[src/rtl/mem8_regfile_pkg.sv]
// Shared constants and types for the mem_8 seekable-stream register file.
// The optional end-of-file behaviour is selected with MEM8_EOF_AT_END_EN.
package mem8_pkg;

  localparam int MEM8_AW      = 5;
  localparam int MEM8_DEPTH   = 2 ** MEM8_AW;
  localparam int MEM8_RO_BASE = 16;

  typedef logic [7:0] mem8_byte_t;

  localparam mem8_byte_t MEM8_CTRL_INIT = 8'h00;

endpackage

[src/rtl/mem8_regfile_if.sv]
// Core-side signals of the seekable 8-bit stream: seek, write path and read path.
// master = Xillybus core side, slave = user-side responder.
interface mem8_regfile_if #(
  parameter int AW = mem8_pkg::MEM8_AW
);
  import mem8_pkg::*;

  logic [AW-1:0] user_mem_8_addr_w;
  logic          user_mem_8_addr_update_w;

  logic          user_w_mem_8_open_w;
  logic          user_w_mem_8_wren_w;
  mem8_byte_t    user_w_mem_8_data_w;
  logic          user_w_mem_8_full_w;

  logic          user_r_mem_8_open_w;
  logic          user_r_mem_8_rden_w;
  mem8_byte_t    user_r_mem_8_data_w;
  logic          user_r_mem_8_empty_w;
  logic          user_r_mem_8_eof_w;

  modport master (
    output user_mem_8_addr_w, user_mem_8_addr_update_w,
    output user_w_mem_8_open_w, user_w_mem_8_wren_w, user_w_mem_8_data_w,
    input  user_w_mem_8_full_w,
    output user_r_mem_8_open_w, user_r_mem_8_rden_w,
    input  user_r_mem_8_data_w, user_r_mem_8_empty_w, user_r_mem_8_eof_w
  );

  modport slave (
    input  user_mem_8_addr_w, user_mem_8_addr_update_w,
    input  user_w_mem_8_open_w, user_w_mem_8_wren_w, user_w_mem_8_data_w,
    output user_w_mem_8_full_w,
    input  user_r_mem_8_open_w, user_r_mem_8_rden_w,
    output user_r_mem_8_data_w, user_r_mem_8_empty_w, user_r_mem_8_eof_w
  );

endinterface

[src/rtl/mem8_regfile.sv]
// Byte register file behind the seekable mem_8 stream: control bytes out to fabric,
// live status bytes back to the host. Optional MEM8_EOF_AT_END_EN stops reads at the last address.
module mem8_regfile
  import mem8_pkg::*;
#(
  parameter int         AW        = MEM8_AW,
  parameter int         RO_BASE   = MEM8_RO_BASE,
  parameter mem8_byte_t CTRL_INIT = MEM8_CTRL_INIT
) (
  input  logic                           bus_clk_w,
  input  logic                           bus_rst_n_w,
  mem8_regfile_if.slave                  bus,
  input  logic [8*((2**AW)-RO_BASE)-1:0] status_in,
  output logic [8*RO_BASE-1:0]           ctrl_out,
  output logic                           ctrl_wr_pulse,
  output logic [AW-1:0]                  ctrl_wr_addr
);

  localparam int DEPTH = 2 ** AW;
  localparam int NSTAT = DEPTH - RO_BASE;
  localparam int CW    = (RO_BASE > 1) ? $clog2(RO_BASE) : 1;
  localparam int SW    = (NSTAT > 1) ? $clog2(NSTAT) : 1;
  localparam logic [AW-1:0] RO_BASE_A = AW'(RO_BASE);
  localparam logic [AW-1:0] LAST_A    = AW'(DEPTH - 1);

  mem8_byte_t    ctrl_q [RO_BASE];
  mem8_byte_t    stat_b [NSTAT];
  logic [AW-1:0] ptr_q;
  mem8_byte_t    r_data_q;
  logic          full_q;
  logic          closed_q;
  logic          eof_q;

  logic          empty;
  logic          wr_acc;
  logic          rd_acc;
  logic          in_ctrl;
  logic [AW-1:0] sidx_full;
  logic [CW-1:0] cidx;
  logic [SW-1:0] sidx;
  mem8_byte_t    rd_byte;

  for (genvar k = 0; k < RO_BASE; k++) begin : g_ctrl
    assign ctrl_out[k*8 +: 8] = ctrl_q[k];
  end

  for (genvar k = 0; k < NSTAT; k++) begin : g_stat
    assign stat_b[k] = status_in[k*8 +: 8];
  end

  assign empty     = closed_q | eof_q;
  assign in_ctrl   = (ptr_q < RO_BASE_A);
  assign cidx      = ptr_q[CW-1:0];
  assign sidx_full = ptr_q - RO_BASE_A;
  assign sidx      = sidx_full[SW-1:0];

  // A seek in the same cycle swallows any byte strobe.
  assign wr_acc = bus.user_w_mem_8_wren_w & bus.user_w_mem_8_open_w
                & ~bus.user_mem_8_addr_update_w;
  assign rd_acc = bus.user_r_mem_8_rden_w & bus.user_r_mem_8_open_w & ~empty
                & ~bus.user_mem_8_addr_update_w;

  always_comb begin
    rd_byte = 8'h00;
    if (in_ctrl) rd_byte = ctrl_q[cidx];
    else         rd_byte = stat_b[sidx];
  end

  always_ff @(posedge bus_clk_w or negedge bus_rst_n_w) begin
    if (!bus_rst_n_w) begin
      ptr_q         <= '0;
      full_q        <= 1'b1;
      closed_q      <= 1'b1;
      r_data_q      <= 8'h00;
      ctrl_wr_pulse <= 1'b0;
      ctrl_wr_addr  <= '0;
      for (int i = 0; i < RO_BASE; i++) ctrl_q[i] <= CTRL_INIT;
    end else begin
      full_q        <= 1'b0;
      closed_q      <= ~bus.user_r_mem_8_open_w;
      ctrl_wr_pulse <= 1'b0;

      if (bus.user_mem_8_addr_update_w) ptr_q <= bus.user_mem_8_addr_w;
      else if (wr_acc | rd_acc)         ptr_q <= ptr_q + AW'(1);

      // Writes into the status window are dropped but still advance the pointer.
      if (wr_acc && in_ctrl) begin
        ctrl_q[cidx]  <= bus.user_w_mem_8_data_w;
        ctrl_wr_pulse <= 1'b1;
        ctrl_wr_addr  <= ptr_q;
      end

      if (rd_acc) r_data_q <= rd_byte;
    end
  end

`ifdef MEM8_EOF_AT_END_EN
  always_ff @(posedge bus_clk_w or negedge bus_rst_n_w) begin
    if (!bus_rst_n_w)                                                  eof_q <= 1'b0;
    else if (bus.user_mem_8_addr_update_w || !bus.user_r_mem_8_open_w) eof_q <= 1'b0;
    else if (rd_acc && (ptr_q == LAST_A))                              eof_q <= 1'b1;
  end
`else
  assign eof_q = 1'b0;
`endif

  assign bus.user_w_mem_8_full_w  = full_q;
  assign bus.user_r_mem_8_data_w  = r_data_q;
  assign bus.user_r_mem_8_empty_w = empty;
  assign bus.user_r_mem_8_eof_w   = eof_q;

endmodule

[src/flat_wrapper.sv]
// flat-port wrapper written by rule: the top's interface ports become plain ports
module mem8_regfile_flat import mem8_pkg::*;
#(
  parameter int         AW        = MEM8_AW,
  parameter int         RO_BASE   = MEM8_RO_BASE,
  parameter mem8_byte_t CTRL_INIT = MEM8_CTRL_INIT
)
  (bus_clk_w, bus_rst_n_w, status_in, ctrl_out, ctrl_wr_pulse, ctrl_wr_addr, bus_user_mem_8_addr_w, bus_user_mem_8_addr_update_w, bus_user_w_mem_8_open_w, bus_user_w_mem_8_wren_w, bus_user_w_mem_8_data_w, bus_user_w_mem_8_full_w, bus_user_r_mem_8_open_w, bus_user_r_mem_8_rden_w, bus_user_r_mem_8_data_w, bus_user_r_mem_8_empty_w, bus_user_r_mem_8_eof_w);
  mem8_regfile_if #(.AW(AW)) bus_i ();
  input  logic bus_clk_w;
  input  logic bus_rst_n_w;
  input  logic [8*((2**AW)-RO_BASE)-1:0] status_in;
  output logic [8*RO_BASE-1:0] ctrl_out;
  output logic ctrl_wr_pulse;
  output logic [AW-1:0] ctrl_wr_addr;
  input wire logic [$bits(bus_i.user_mem_8_addr_w)-1:0] bus_user_mem_8_addr_w;
  input wire logic [$bits(bus_i.user_mem_8_addr_update_w)-1:0] bus_user_mem_8_addr_update_w;
  input wire logic [$bits(bus_i.user_w_mem_8_open_w)-1:0] bus_user_w_mem_8_open_w;
  input wire logic [$bits(bus_i.user_w_mem_8_wren_w)-1:0] bus_user_w_mem_8_wren_w;
  input wire logic [$bits(bus_i.user_w_mem_8_data_w)-1:0] bus_user_w_mem_8_data_w;
  output wire logic [$bits(bus_i.user_w_mem_8_full_w)-1:0] bus_user_w_mem_8_full_w;
  input wire logic [$bits(bus_i.user_r_mem_8_open_w)-1:0] bus_user_r_mem_8_open_w;
  input wire logic [$bits(bus_i.user_r_mem_8_rden_w)-1:0] bus_user_r_mem_8_rden_w;
  output wire logic [$bits(bus_i.user_r_mem_8_data_w)-1:0] bus_user_r_mem_8_data_w;
  output wire logic [$bits(bus_i.user_r_mem_8_empty_w)-1:0] bus_user_r_mem_8_empty_w;
  output wire logic [$bits(bus_i.user_r_mem_8_eof_w)-1:0] bus_user_r_mem_8_eof_w;
  assign bus_i.user_mem_8_addr_w = bus_user_mem_8_addr_w;
  assign bus_i.user_mem_8_addr_update_w = bus_user_mem_8_addr_update_w;
  assign bus_i.user_w_mem_8_open_w = bus_user_w_mem_8_open_w;
  assign bus_i.user_w_mem_8_wren_w = bus_user_w_mem_8_wren_w;
  assign bus_i.user_w_mem_8_data_w = bus_user_w_mem_8_data_w;
  assign bus_user_w_mem_8_full_w = bus_i.user_w_mem_8_full_w;
  assign bus_i.user_r_mem_8_open_w = bus_user_r_mem_8_open_w;
  assign bus_i.user_r_mem_8_rden_w = bus_user_r_mem_8_rden_w;
  assign bus_user_r_mem_8_data_w = bus_i.user_r_mem_8_data_w;
  assign bus_user_r_mem_8_empty_w = bus_i.user_r_mem_8_empty_w;
  assign bus_user_r_mem_8_eof_w = bus_i.user_r_mem_8_eof_w;
  mem8_regfile #(.AW(AW), .RO_BASE(RO_BASE), .CTRL_INIT(CTRL_INIT)) u_core (.bus_clk_w(bus_clk_w), .bus_rst_n_w(bus_rst_n_w), .bus(bus_i), .status_in(status_in), .ctrl_out(ctrl_out), .ctrl_wr_pulse(ctrl_wr_pulse), .ctrl_wr_addr(ctrl_wr_addr));
endmodule
[config.mk]
export PLATFORM = sky130hd
export DESIGN_NAME = mem8_regfile_flat
export DESIGN_NICKNAME = d
export VERILOG_FILES = /design/src/rtl/mem8_regfile_pkg.sv /design/src/rtl/mem8_regfile_if.sv /design/src/rtl/mem8_regfile.sv /design/src/flat_wrapper.sv
export SDC_FILE = /design/constraint.sdc
export NUM_CORES = 1
export LEC_CHECK = 0
export ABC_AREA = 1
export BUFFER_PORTS_ARGS = -buffer_cell sky130_fd_sc_hd__buf_2
export CORE_MARGIN = 2
export CORE_UTILIZATION = 52
export CTS_BUF_LIST = sky130_fd_sc_hd__clkbuf_8
export CTS_CLUSTER_DIAMETER = 40
export DETAILED_ROUTE_END_ITERATION = 8
export PLACE_DENSITY = 0.9
export SYNTH_ARGS = -nofsm -noshare
export SYNTH_HDL_FRONTEND = slang
export SYNTH_SLANG_ARGS = --single-unit
[constraint.sdc]
create_clock -name bus_clk_w -period 2.27 [get_ports bus_clk_w]
set_clock_uncertainty 0.1 [all_clocks]
set_input_delay 0 -clock bus_clk_w [delete_from_list [all_inputs] [get_ports bus_clk_w]]
set_output_delay 0 -clock bus_clk_w [all_outputs]
set_load 0.02 [all_outputs]
Yosys cells after proc, flatten, opt, wreduce, memory -nomap -nowiden
Cells that the tools add are included.
{ "op_classes": {"n_addsub": 2, "order_cmp": 4, "mux": 13, "bitwise": 11, "reduce_logical": 3} }
{ "op_table": {"columns": ["op", "count"], "rows": [
  ["$bwmux 128", 1],
  ["$bmux 8 s4", 2],
  ["$mux 8", 6],
  ["$demux 8 s4", 1],
  ["$ge 5x5->1 const B", 2],
  ["$mux 5", 2],
  ["$not 4->5", 2],
  ["$add 5x1->5 const B", 1],
  ["$and 1x1->1", 5],
  ["$lt 5x1->1 const B", 1],
  ["$lt 5x5->1 const B", 1],
  ["$sub 4x1->4 const B", 1],
  ["$not 1->1", 3],
  ["$logic_and 1x1->1", 2],
  ["$reduce_bool 2->1", 1],
  ["$mux 1", 1],
  ["$or 1x1->1", 1]
]} }
{ "totals": {"register_bits": 149, "inputBits": 148, "out_inout_bits": 145, "wordCells": 55} }

Longest topological paths before layout
{ "logic_depth": {"ltp_word": 6, "mapped_depth": 13} }

Worst setup path after synthesis
Ideal clock, no wire load.
{ "synth_path": {"path_kind": "flip-flop to flip-flop", "start": "register u_core.ptr_q[1]", "end": "register u_core.ctrl_q, in the netlist u_core.ctrl_out[110]", "setup_ns": 0.131, "arrival_time_ns": 1.685, "required_ns": 2.039, "slack_ns": 0.354, "stages_incl_launch_ff": 9, "n_path_buf": 3, "synth_period_minus_slack_ns": 1.916, "cell_sequence": "dfrtp_1 buf_2 inv_2 clkbuf_1 ha_1 nand3_1 clkbuf_1 nand2_1 o21ai_0"} }
{ "synth_via": {"elab_chain_cells": 6, "word_cells_on_any_way": 9} }
{ "synth_rtl": {"columns": ["item", "line", "rtl"], "rows": [
  ["from (decl)", "mem8_regfile.sv:28", "logic [AW-1:0] ptr_q;"],
  ["from (signal assigned)", "mem8_regfile.sv:83", "if (bus.user_mem_8_addr_update_w) ptr_q <= bus.user_mem_8_addr_w;"],
  ["from (signal assigned)", "mem8_regfile.sv:84", "else if (wr_acc | rd_acc) ptr_q <= ptr_q + AW'(1);"],
  ["$not 4->5 (implied by the code)", "mem8_regfile.sv:88", "ctrl_q[cidx] <= bus.user_w_mem_8_data_w;"],
  ["$ge 5x5->1 (implied by the code) or $lt 5x1->1 (tied branches)", "mem8_regfile.sv:88", null],
  ["$logic_and 1x1->1 (implied by the code)", "mem8_regfile.sv:88", null],
  ["$mux 8 (implied by the code)", "mem8_regfile.sv:88", null],
  ["$demux 8 s4", "mem8_regfile.sv:88", null],
  ["$bwmux 128", "mem8_regfile.sv:88", null],
  ["to (signal, indexed assignment)", "mem8_regfile.sv:88", null],
  ["to (decl)", "mem8_regfile.sv:26", "mem8_byte_t ctrl_q [RO_BASE];"]
]} }
Parallel ways exist; a longest one is shown, timed or not.
A chain may end at the register's enable or synchronous reset.

Worst setup path after layout
{ "layout_path": {"start": "register u_core.ptr_q[3]", "end": "register u_core.ptr_q[3]"} }
{ "layout_via": {"elab_chain_cells": 3} }
{ "layout_rtl": {"columns": ["item", "line"], "rows": [
  ["$add 5x1->5", "mem8_regfile.sv:84"],
  ["$mux 5", "mem8_regfile.sv:84"],
  ["$mux 5", "mem8_regfile.sv:83"]
]} }
Every way passes these cells. The select of a mux whose other input is x is not followed.

==> results by stage <==
Outcome:
- The run finished with clean final reports.

Floorplan:
- The row count is 46.
- The die span in y is 131 um.
- The die covers 17300 sq um.
- The initial utilization of the core area, before any placement, comes to 53.2%.
- The floorplan core area is 15900 sq um.
- The I/O pin count is 293.
- The horizontal die dimension is 131 um.

Worst setup path:
- In this run the register-to-register setup slack is 0.13 ns.
- Data arrives at the worst endpoint at 2.43 ns.
- The worst setup path is launched from a flip-flop.
- The required arrival time at the worst endpoint is 2.57 ns.
- The top fanout value on the critical path is 16.
- The category of the worst setup path capture point is a flip-flop.
- By startpoint and endpoint, the worst setup path is classified as flip-flop to flip-flop.

Timing:
- Setup repair after global routing left no endpoint under its margin.
- The fmax is 468 MHz.
- The post-route worst hold slack is 0.0153 ns.
- The clock period could shrink to 2.14 ns.
- The number of hold-slack violations in the final timing report came to 0.
- The transition at the pin with the smallest max-transition slack is 0.734 ns.
- The final number of max-transition violations is 0.
- Dividing the final minimum period by the clock period gives 94.1%.
- The relative max-transition margin is 51.0%.
- The aggregate negative setup slack is 0 ns.
- Setup violations remaining at the end of the flow were counted as 0.

Final layout:
- The core occupancy in the finished layout is 67.9%.
- In the final layout, flip-flops and latches occupy 3740 sq um.
- The repair_antennas step left the layout with diodes totalling 0.
- In the final layout, the multi-input gates occupy 3840 sq um.
- Compared with the post-synthesis result, the final layout area differs by 27.8%.
- The final non-filler cell area is 10800 sq um.
- The number of nets in the layout is 1692.
- Cells with a size suffix above 1 make up 23.1% of the layout.
- The final-layout fill cell count is 1340.

Detailed routing:
- The average vias per placed instance is 5.50.
- The wire length per cell is 17.4 um.
- The vias after detailed routing is 9720.
- The number of DRC violations after detailed-routing iteration 0 is 1163.
- The first detailed-routing pass took 6 iterations.
- The count of nets left with antenna violations once routing finished came out at 0.
- After detailed routing, the number of remaining DRC violations is 0.
- Wires add up to 30.8 mm.

Clock network:
- The total clock buffers created by CTS is 17.
- The clock tree synthesis step divided the H-tree into 4 levels.
- After clock tree synthesis, the clock-pin slew on the worst setup and hold paths is 0.08 ns.
- TritonCTS built the clock tree.
- In this run the deepest clock path goes through 2 buffers.
- The clock insertion delay at the later pin of the skew report is 0.47 ns.
- The root buffer selected by CTS is clkbuf_8.
- The CTS sink count is 149.

Global routing:
- The initial antenna violation count is 0.
- Entering global routing, the biggest net connects 73 pins.
- The number of global-route vias before repair is 9059.
- In the global route stage, met3 resource usage came out at 7.75%.
- The met1 track demand over resource in global routing is 47.0%.
- In this run the most used layer during global routing was met2.
- The met2 usage is 57.0%.
- Global routing finished with a remaining overflow of 0.
- The global-route usage over all layers is 35.9%.
- The first global-routing pass estimated 48.7 mm of wire.

Yosys:
- The count of distinct cell types in the synthesized netlist is 25.
- After synthesis, the largest area contributor takes up 43.6% of total cell area.
- For this run, the register share of the synthesized area comes to 44.2%.
- For this run, the number of Yosys warnings is 0.
- The instance count of the mapped netlist is 1245.
- The most area-hungry cell type in the Yosys netlist is dfrtp_1.
- The area of the mapped netlist is 8450 sq um.
- In the post-synthesis netlist, the biggest area contributors are dfrtp_1, nand2_1, o21ai_0.
- Dividing the synthesized area by the synthesized cell count gives 6.78 sq um.
- After synthesis the netlist holds a flip-flop and latch count of 149.

Placed design:
- The placement-stage cell area is 10000 sq um.
- The global placement routability congestion is 0.915.
- Once detailed placement completed, the half-perimeter wirelength came to 21.3 mm.
- During placement, the flow inserted port buffers numbering 291.

Flow run:
- The max-cap check violation count is 0.

Pwr:
- Power spread over the standard cell area amounts to 893 nW/um^2.
- The final total power is 9640 uW.
- VDD sags by at most 0.575 mV.
- The static leakage is 0.00610 uW.

Hold path:
- The kind of path behind the tightest hold check is input pin to flip-flop.
-- path summary, 6_finish.rpt --
path,startpoint,to,cells after the start
hold / removal,status_in[99],u_core.bus.user_r_mem_8_data_w[3]$_DFFE_PN0P_,9
setup / recovery,u_core.ptr_q[3]$_DFFE_PN0P_,u_core.ptr_q[3]$_DFFE_PN0P_,8
min in group asynchronous,bus_rst_n_w,u_core.bus.user_r_mem_8_empty_w$_DFF_PN1_,3
max in group asynchronous,bus_rst_n_w,u_core.ctrl_out[92]$_DFFE_PN0P_,4
hold reg to reg,u_core.bus.user_r_mem_8_data_w[4]$_DFFE_PN0P_,u_core.bus.user_r_mem_8_data_w[4]$_DFFE_PN0P_,2
setup reg to reg,u_core.ptr_q[3]$_DFFE_PN0P_,u_core.ptr_q[3]$_DFFE_PN0P_,8
-- critical path, stage by stage (launching register included) --
cell           delay, ns
dfrtp_1             0.41
inv_1               0.12
nor2_1              0.10
buf_4               0.25
clkinvlp_4          0.20
nand3_1             0.12
o221ai_1            0.10
o21ai_0             0.09
dlygate4sd3_1       0.58
-- where the power goes --
group / total, uW / switching [uW] / internal (uW) / leakage (uW)
logic: 3800 / 2540 / 1260 / 0.00388
clock network: 2120 / 999 / 1120 / 0.000219
registers: 3720 / 518 / 3200 / 0.00200
total: 9640 / 4060 / 5580 / 0.00610
-- kinds of logic (layout without fill, tap and decap cells) --
| kind of cell | after synthesis | in the layout | share of synthesized area [%] |
|---|---|---|---|
| AND/OR/NAND/NOR | 671 | 671 | 31.7 |
| buffers and inverters | 201 | 507 | 10.4 |
| flip-flops | 149 | 149 | 44.2 |
| adder cells (fa/ha/maj) | 4 | 4 | 0.593 |
| other | 1 | 2 | 0.0444 |
| XOR/XNOR | 1 | 1 | 0.104 |
| AO/OA/AOI/OAI | 218 | 218 | 13.0 |
-- cells in the mapped netlist --
cell,n
nor2_1,88
a21oi_1,44
clkbuf_1,26
buf_1,5
a31oi_1,1
nand3_2,1
nand2_1,482
dfstp_2,2
a22oi_1,1
nand3_1,97
buf_6,7
o21ai_0,170
o221ai_1,1
o22ai_1,1
ha_1,4
dfrtp_1,147
buf_2,30
inv_2,2
nor3_4,1
nor2_4,2
buf_4,9
inv_1,120
xor2_1,1
conb_1,1
clkinv_1,2
-- area by class of cell --
cell class                      instances  area share [%]
Tap cell                              216            2.50
Clock inverter                         12            1.29
Inverter                              124            4.37
Sequential cell                       149            34.6
Multi-Input combinational cell        896            35.6
Clock buffer                           19            2.42
Timing Repair Buffer                  352            19.2
-- sequential cells by signal (all words and copies together) (netlist names) --
name,count
u_core.ctrl_out,128
u_core.bus.user_r_mem_8_empty_w,1
u_core.bus.user_r_mem_8_data_w,8
u_core.bus.user_w_mem_8_full_w,1
u_core.ctrl_wr_pulse,1
u_core.ctrl_wr_addr,5
u_core.ptr_q,5
-- layout by cell type (no fill, tap or decap) --
master,netlist,layout
buf_12,0,4
dfstp_2,2,2
bufinv_16,0,3
ha_1,4,4
xor2_1,1,1
nor2_4,2,2
a22oi_1,1,1
nand3_1,97,97
clkinv_1,2,2
clkbuf_8,0,19
dfrtp_1,147,145
buf_4,9,23
o21ai_0,170,170
nor2_1,88,88
nand3_2,1,1
a21oi_1,44,44
dfrtp_4,0,1
clkinvlp_4,0,1
a31oi_1,1,1
dlygate4sd3_1,0,33
inv_2,2,2
buf_16,0,1
dfrtp_2,0,1
o221ai_1,1,1
inv_1,120,121
nand2_1,482,482
clkinv_2,0,4
buf_2,30,290
o22ai_1,1,1
conb_1,1,2
inv_4,0,1
nor3_4,1,1
clkinv_4,0,2
buf_6,7,1
-- metrics by stage --
step / cells / setup WS (ns)
floorplan: 1246 / 0.354
global placement: 1703 / 0.277
detailed placement: 1703 / 0.216
CTS: 1768 / 0.149
global route: 1768 / 0.0244
finish: 1768 / 0.134
-- layer usage --
| layer | wire (um) | up-vias |
|---|---|---|
| met3 | 2990 | 122 |
| li1 | - | 4471 |
| met1 | 12000 | 4463 |
| met2 | 14400 | 664 |
| met5 | 0 | - |
| met4 | 1410 | 0 |
-- what timing repair did --
action / in CTS / in global routing
resized for setup: 0 / 1
hold endpoints to repair: 164 / 0
setup buffers: 0 / 0
endpoints found under the setup margin: 0 / 1
hold buffers: 34 / 0
Note: power is estimated with default switching activity, not from simulation.
